--- config.mk ---
export PLATFORM = sky130hd
export DESIGN_NAME = systolic_a_feeder
export DESIGN_NICKNAME = d
export VERILOG_FILES = /design/src/rtl/tpu_pkg.sv /design/src/rtl/systolic_a_feeder.sv
export SDC_FILE = /design/constraint.sdc
export NUM_CORES = 1
export LEC_CHECK = 0
export CAP_MARGIN = 20
export CORE_UTILIZATION = 54
export DETAILED_ROUTE_END_ITERATION = 6
export HOLD_SLACK_MARGIN = 0.1
export PLACE_DENSITY_LB_ADDON = 0.3
export REMOVE_ABC_BUFFERS = 1
export SETUP_SLACK_MARGIN = 0.1
export SYNTH_ARGS = -nofsm -noshare
export SYNTH_HDL_FRONTEND = slang
export SYNTH_SLANG_ARGS = --single-unit
--- constraint.sdc ---
create_clock -name clk -period 17.95 [get_ports clk]
set_clock_uncertainty 0.15 [all_clocks]
set_input_delay 1.795 -clock clk [delete_from_list [all_inputs] [get_ports clk]]
set_output_delay 1.795 -clock clk [all_outputs]
set_load 0.01 [all_outputs]
--- src/rtl/tpu_pkg.sv ---
// Shared definitions for the TPU datapath: operand sizing, the feeder
// state encoding and the packed row type used by the loader.
package tpu_pkg;

  localparam int BITS_AB      = 8;
  localparam int DIM          = 8;
  localparam int STREAM_BEATS = 2 * DIM - 1;

  typedef enum logic [0:0] {
    IDLE   = 1'b0,
    STREAM = 1'b1
  } state_e;

  typedef logic [DIM*BITS_AB-1:0] row_t;

  // Width of a counter able to hold beat indices 0 .. 2*dim-2.
  function automatic int beat_width(input int dim);
    return $clog2(2 * dim - 1);
  endfunction

endpackage

--- src/rtl/systolic_a_feeder.sv ---
// West-edge A-operand feeder for a DIM x DIM systolic array.
// Holds matrix A (one row written per cycle) and, on start, streams it
// into the array with a diagonal skew of one cycle per lane. Every output
// comes straight from a flop; the next-output logic looks at next state
// and next storage so a row written on the start edge is already visible.
module systolic_a_feeder
  import tpu_pkg::*;
#(
  parameter int BITS_AB = tpu_pkg::BITS_AB,
  parameter int DIM     = tpu_pkg::DIM
) (
  input  logic                       clk,
  input  logic                       rst,
  input  logic                       wr_en,
  input  logic [$clog2(DIM)-1:0]     wr_row,
  input  logic [DIM*BITS_AB-1:0]     wr_data,
  input  logic                       start,
  output logic [DIM*BITS_AB-1:0]     a_out,
  output logic                       mac_en,
  output logic                       busy,
  output logic                       done
);

  localparam int CW = beat_width(DIM);
  localparam int KW = $clog2(DIM);
  localparam logic [CW-1:0] LAST_BEAT = CW'(2 * DIM - 2);
  localparam logic [CW-1:0] KMAX      = CW'(DIM - 1);

  state_e                               state_q, state_d;
  logic [CW-1:0]                        beat_q, beat_d;
  logic [DIM-1:0][DIM-1:0][BITS_AB-1:0] mem_q, mem_d;
  logic                                 wr_ok_s;
  logic                                 stream_d;
  wire  [DIM*BITS_AB-1:0]               a_out_d;
  logic [DIM*BITS_AB-1:0]               a_out_q;
  logic                                 mac_en_q, mac_en_d;
  logic                                 busy_q, busy_d;
  logic                                 done_q, done_d;

  // Writes are accepted only while idle and only for an existing row.
  always_comb begin
    wr_ok_s = 1'b0;
    if ((state_q == IDLE) && wr_en && (int'(wr_row) < DIM)) begin
      wr_ok_s = 1'b1;
    end else begin
      wr_ok_s = 1'b0;
    end
  end

  // Next storage contents: overwrite the addressed row on an accepted write.
  always_comb begin
    mem_d = mem_q;
    if (wr_ok_s) begin
      mem_d[wr_row] = wr_data;
    end else begin
      mem_d = mem_q;
    end
  end

  // Next-state and beat counter; the counter restarts at 0 on every pass.
  always_comb begin
    state_d = state_q;
    beat_d  = beat_q;
    case (state_q)
      IDLE: begin
        beat_d = '0;
        if (start) begin
          state_d = STREAM;
        end else begin
          state_d = IDLE;
        end
      end
      STREAM: begin
        if (beat_q == LAST_BEAT) begin
          state_d = IDLE;
          beat_d  = '0;
        end else begin
          state_d = STREAM;
          beat_d  = beat_q + CW'(1);
        end
      end
      default: begin
        state_d = IDLE;
        beat_d  = '0;
      end
    endcase
  end

  // Control outputs for the beat that the next cycle will present.
  always_comb begin
    stream_d = (state_d == STREAM);
    mac_en_d = stream_d;
    busy_d   = stream_d;
    if (stream_d && (beat_d == LAST_BEAT)) begin
      done_d = 1'b1;
    end else begin
      done_d = 1'b0;
    end
  end

  // Per-lane skewed select: lane i shows A[i][t-i] inside its window, else 0.
  for (genvar gi = 0; gi < DIM; gi++) begin : g_lane
    localparam logic [CW-1:0] LO = CW'(gi);

    logic [CW:0]         diff_s;
    logic [KW-1:0]       k_s;
    logic [BITS_AB-1:0]  val_s;

    // Element index for this lane and the zero fill outside its window.
    always_comb begin
      diff_s = {1'b0, beat_d} - {1'b0, LO};
      k_s    = KW'(diff_s[CW-1:0]);
      if (stream_d && !diff_s[CW] && (diff_s[CW-1:0] <= KMAX)) begin
        val_s = mem_d[gi][k_s];
      end else begin
        val_s = '0;
      end
    end

    assign a_out_d[gi*BITS_AB +: BITS_AB] = val_s;
  end

  // State, storage and output registers; reset abandons any pass at once.
  always_ff @(posedge clk or posedge rst) begin
    if (rst) begin
      state_q  <= IDLE;
      beat_q   <= '0;
      mem_q    <= '0;
      a_out_q  <= '0;
      mac_en_q <= 1'b0;
      busy_q   <= 1'b0;
      done_q   <= 1'b0;
    end else begin
      state_q  <= state_d;
      beat_q   <= beat_d;
      mem_q    <= mem_d;
      a_out_q  <= a_out_d;
      mac_en_q <= mac_en_d;
      busy_q   <= busy_d;
      done_q   <= done_d;
    end
  end

  assign a_out  = a_out_q;
  assign mac_en = mac_en_q;
  assign busy   = busy_q;
  assign done   = done_q;

endmodule

Yosys cells after proc, flatten, opt, wreduce, memory -nomap -nowiden
Cells that the tools add are included.
{"block": "word_totals", "elab_cells": 157, "register_bits": 582, "out_inout_bits": 67}
{"block": "classes", "reduce_logical": 25, "order_cmp": 18, "n_eq_ne": 2, "bitwise_logic": 1, "add_sub_neg": 8, "muxes": 35}
{"operator": "bitwise mux 512 bit", "n": 1}
{"operator": "two-way mux 512 bit", "n": 1}
{"operator": "binary-select mux 8 bit (select 3 bit)", "n": 8}
{"operator": "demux 64 bit (select 3 bit)", "n": 1}
{"operator": "two-way mux 8 bit", "n": 16}
{"operator": "two-way mux 64 bit", "n": 1}
{"operator": "less-than comparator 3 x 4 -> 1 bit (second input constant)", "n": 9}
{"operator": "less-or-equal comparator 4 x 3 -> 1 bit (second input constant)", "n": 8}
{"operator": "subtractor 4 x 3 -> 5 bit (second input constant)", "n": 4}
{"operator": "logical AND 1 bit", "n": 18}
{"operator": "subtractor 4 x 2 -> 5 bit (second input constant)", "n": 2}
{"operator": "equality test 4 bit (second input constant)", "n": 2}
{"operator": "case mux 4 bit (2 select lines)", "n": 1}
{"operator": "zero test 1 bit", "n": 7}
{"operator": "subtractor 4 x 1 -> 5 bit (second input constant)", "n": 1}
{"operator": "adder 4 x 1 -> 4 bit (second input constant)", "n": 1}
{"operator": "two-way mux 1 bit", "n": 4}
{"operator": "two-way mux 4 bit", "n": 1}
{"operator": "greater-or-equal comparator 3 x 1 -> 1 bit (second input constant)", "n": 1}
{"operator": "case mux 1 bit (2 select lines)", "n": 1}
{"operator": "NOT 1 bit", "n": 1}

Depth between registers and ports, before layout
{"block": "depth", "depth_word": 9, "ltp_mapped": 17}

Worst setup path after synthesis
Ideal clock, no wire load.
{"block": "synth_path", "path_type": "register to register", "start": "register beat_q[0]", "end": "register a_out_q[40] (netlist: a_out[40])", "arrival_ns": 3.511, "synth_period_minus_slack_ns": 3.796, "setup_slack_ns": 14.154, "stages_incl_launch_ff": 16, "required_ns": 17.665, "n_path_buf": 4, "setup_time_ns": 0.135, "cell_sequence": "dfrtp_1 > inv_1 > ha_1 > nand3_1 > nand2_1 > clkbuf_1 > clkbuf_1 > buf_1 > ha_1 > nand2b_1 > a21boi_0 > nand3_1 > clkbuf_1 > mux2_2 > a211oi_1 > o22ai_1"}
{"block": "synth_via", "elab_chain_len": 8, "elab_cells_between_ends": 14, "classes_between": "2 x add/sub; 1 x order compare; 1 x eq/ne; 7 x mux; 3 x reduce/logical"}
{"item": "start, declared", "line_no": "systolic_a_feeder.sv:30", "rtl": "logic [CW-1:0] beat_q, beat_d;"}
{"item": "start signal, assigned", "line_no": "systolic_a_feeder.sv:135", "rtl": "beat_q <= beat_d;"}
{"item": "branches (longest 7 deep; another with subtractor 4 x 3 -> 5 bit)"}
{"item": "two-way mux 8 bit *", "line_no": "systolic_a_feeder.sv:113", "rtl": "if (stream_d && !diff_s[CW] && (diff_s[CW-1:0] <= KMAX)) begin"}
{"item": "via g_lane[5].val_s[0]", "line_no": "systolic_a_feeder.sv:107", "rtl": "logic [BITS_AB-1:0] val_s;"}
{"item": "end signal, assigned", "line_no": "systolic_a_feeder.sv:137", "rtl": "a_out_q <= a_out_d;"}
{"item": "end, declared", "line_no": "systolic_a_feeder.sv:35", "rtl": "logic [DIM*BITS_AB-1:0] a_out_q;"}
Mark *: on every way through the listed nets, which the timed path passes. The select of a mux whose other input is x is not followed.

Worst setup path in the final report
{"block": "layout_path", "start": "register beat_q[0]", "end": "register a_out_q[27] (netlist: a_out[27])"}
{"block": "layout_via", "elab_chain_len": 8, "elab_cells_between_ends": 14, "classes_between": "2 x add/sub; 1 x order compare; 1 x eq/ne; 7 x mux; 3 x reduce/logical"}
{"item": "branches (longest 7 deep; another with subtractor 4 x 2 -> 5 bit)"}
{"item": "two-way mux 8 bit *", "line_no": "systolic_a_feeder.sv:113"}
{"item": "via g_lane[3].val_s[3]", "line_no": "systolic_a_feeder.sv:107"}
Marked as above.

==> out/metrics.cfg <==
[finish]
final_cells = 2992
multi_input_comb_area_um2 = 10960
fin_nets = 2418
num-fill-cells = 3676
layout_commonest_cell = dfrtp_1
utilization_pct = 62.91
final_area_um2 = 30160
regArea_um2 = 14560
syn_to_final_growth_pct = 14.24
n_antenna_cell = 0
final_cell_mix = dfrtp_1, nand2_1, mux2_2
drive_gt1_share_pct = 23.73

[clock_tree]
root_buffer = clkbuf_16
tritoncts = built
clk_pin_slew_worst_paths_ns = 0.06
clk_latency_ns = 0.62
numClockSinks = 582
numCtsBuffers = 58
postCtsSetupBuffers = 0
cts_resized = 0
cts_buffer_depth = 3
htree_levels = 2
holdBufCountCts = 0

[sta]
hold_viol_final = 0
fin_setup_tns_ns = 0
setup_violations = 0
period_needed_ns = 5.264
final_max_slew_viol_count = 0
tightest_slew_ns = 1.173
finalCritPeriodShare_pct = 29.33
fmax_mhz = 190.0
fin_ws_ns = 12.69
rsz0062_at_grt = false
max_slew_margin_pct = 21.57

[global_route]
grt_pass1_wl_um = 110200
grt_max_degree = 127
first_global_vias = 18990
antenna_found_initial = 0
grt.total_usage_pct = 29.09
grt-ovfl-total = 0

[die]
die_area_um2 = 49780
core_um2 = 47950
start_util_pct = 55.07
die_w_um = 223.1
die-height_um = 223.1
io_pins = 138
rows = 80

[min_path]
hp-class = flop to flop

[synth]
ys_types = 55
synth_seq_area_share_pct = 55.16
synth_edf_count = 0
synth_ff_type = dfrtp_1
ys_warn_count = 0
postSynthAreaPerCell_um2 = 11.63
ys_ff_latch = 582
synthCells = 2270
async_flop_share_pct = 100.0
syn_area_um2 = 26400

[drt]
viasPerCell = 6.072
postRouteAntennaNets = 0
wl_per_cell_um = 23.57
first_pass_iters = 5
totalWireLength_um = 70520
drc_errors = 0
drt_iter0_drc = 1580
vias = 18170

[critical_path]
critPathRequiredTime_ns = 18.31
worstPathArrival_ns = 5.63
crit_path_start_kind = flop
critPathMaxFanout = 37
critPathCaptureType = flop
critical_path_class = flop to flop

[placed_design]
dp_hpwl_um = 41090
dpl_worst_slack_ns = 12.37
dpl.cell_count = 2884
gp_congestion = 0.8370
portBuffers = 137
place_area_um2 = 28180

[run_status]
status = complete, no violations

[pwr]
irDropWorstVdd_v = 0.0002073
leakagePower_nw = 15.53
p_per_area_nw_per_um2 = 193.0

[job]
maxCapViolations = 0

-- power by group --
group | internal (W) | switching (W) | total (W)
sequential | 0.00171 | 0.000138 | 0.00185
clock | 0.000690 | 0.000502 | 0.00119
combinational | 0.00103 | 0.00176 | 0.00278
total | 0.00343 | 0.00240 | 0.00582
-- logic make-up (layout without fill, tap and decap cells) --
group | count (synthesis) | after routing | share of synthesized area (%)
mux | 554 | 554 | 23.77
fa+ha+maj | 14 | 14 | 0.6635
simple gates | 678 | 678 | 10.80
flops | 582 | 582 | 55.16
buf+inv | 238 | 345 | 3.663
xor+xnor | 3 | 3 | 0.09953
compound gates | 201 | 201 | 5.853
-- registers in the layout, summed over array words and instances, names as in the netlist --
name / cells
done: 1
beat_q: 4
mem_q: 512
busy: 1
a_out: 64
-- synthesized netlist by cell type (4+ instances only) --
cell	number	share of area, %
dfrtp_1	582	55
nand2_1	406	5.8
mux2_2	392	17
nor2_1	152	2.2
mux2i_1	142	5.4
clkbuf_1	101	1.4
inv_1	63	0.90
or3_1	57	1.4
a311oi_1	51	1.7
buf_2	47	0.89
a21oi_1	33	0.63
o221ai_1	27	0.90
and3_1	22	0.52
buf_1	22	0.31
mux4_2	19	1.6
a211oi_1	18	0.51
o21ai_0	16	0.30
a211o_1	15	0.50
ha_1	14	0.66
nand3_1	9	0.17
nor2b_1	9	0.21
o311a_1	8	0.30
nand2b_1	6	0.14
o211ai_1	5	0.14
buf_4	4	0.11
o32ai_1	4	0.13
-- critical path, cell delays in order, from the launching register on --
cell	delay [ns]
dfrtp_1	0.45
inv_1	0.11
ha_1	0.22
nand3_1	0.19
nand2_4	0.45
buf_4	0.51
buf_4	0.58
inv_1	0.10
ha_1	0.29
nor2b_1	0.15
a21oi_1	0.19
nand3_2	0.41
buf_4	0.49
mux2i_1	0.18
mux4_2	0.48
nor2_1	0.12
-- worst paths after layout --
path | startpoint | endpoint | slack, ns | cells after the start
max reg2reg | beat_q[0] | a_out[27] | 12.69 | 15
max | beat_q[0] | a_out[27] | 12.69 | 15
min | mem_q[324] | mem_q[324] | 0.31 | 2
min reg2reg | mem_q[324] | mem_q[324] | 0.31 | 2
min in group asynchronous | rst | a_out[62] | 1.60 | 2
max in group asynchronous | rst | mem_q[250] | 14.04 | 5
-- metal layers --
metal / global-route usage [%] / routed length (um)
met5: 0 / 0
met4: 10.86 / 2232
met3: 4.689 / 4368
met2: 49.26 / 34810
met1: 37.77 / 29110
-- layout make-up --
type                    count  area share [%]
repair buffers            177           5.783
inverters                  64          0.8296
clock inverters            14          0.3360
multi-input cells        1450           36.33
flip-flops and latches    582           48.28
clock buffers              90           5.886
well taps                 615           2.551
-- through the flow --
step,total power (W),hold WS (ns)
6_report,0.005823,0.3083
3_3_place_gp,0.004519,0.2910
4_1_cts,0.005807,0.3104
2_1_floorplan,0.003620,0.2805
3_5_place_dp,0.004601,0.2971
5_1_grt,0.006098,0.3316
(Power assumes the default switching activity.)
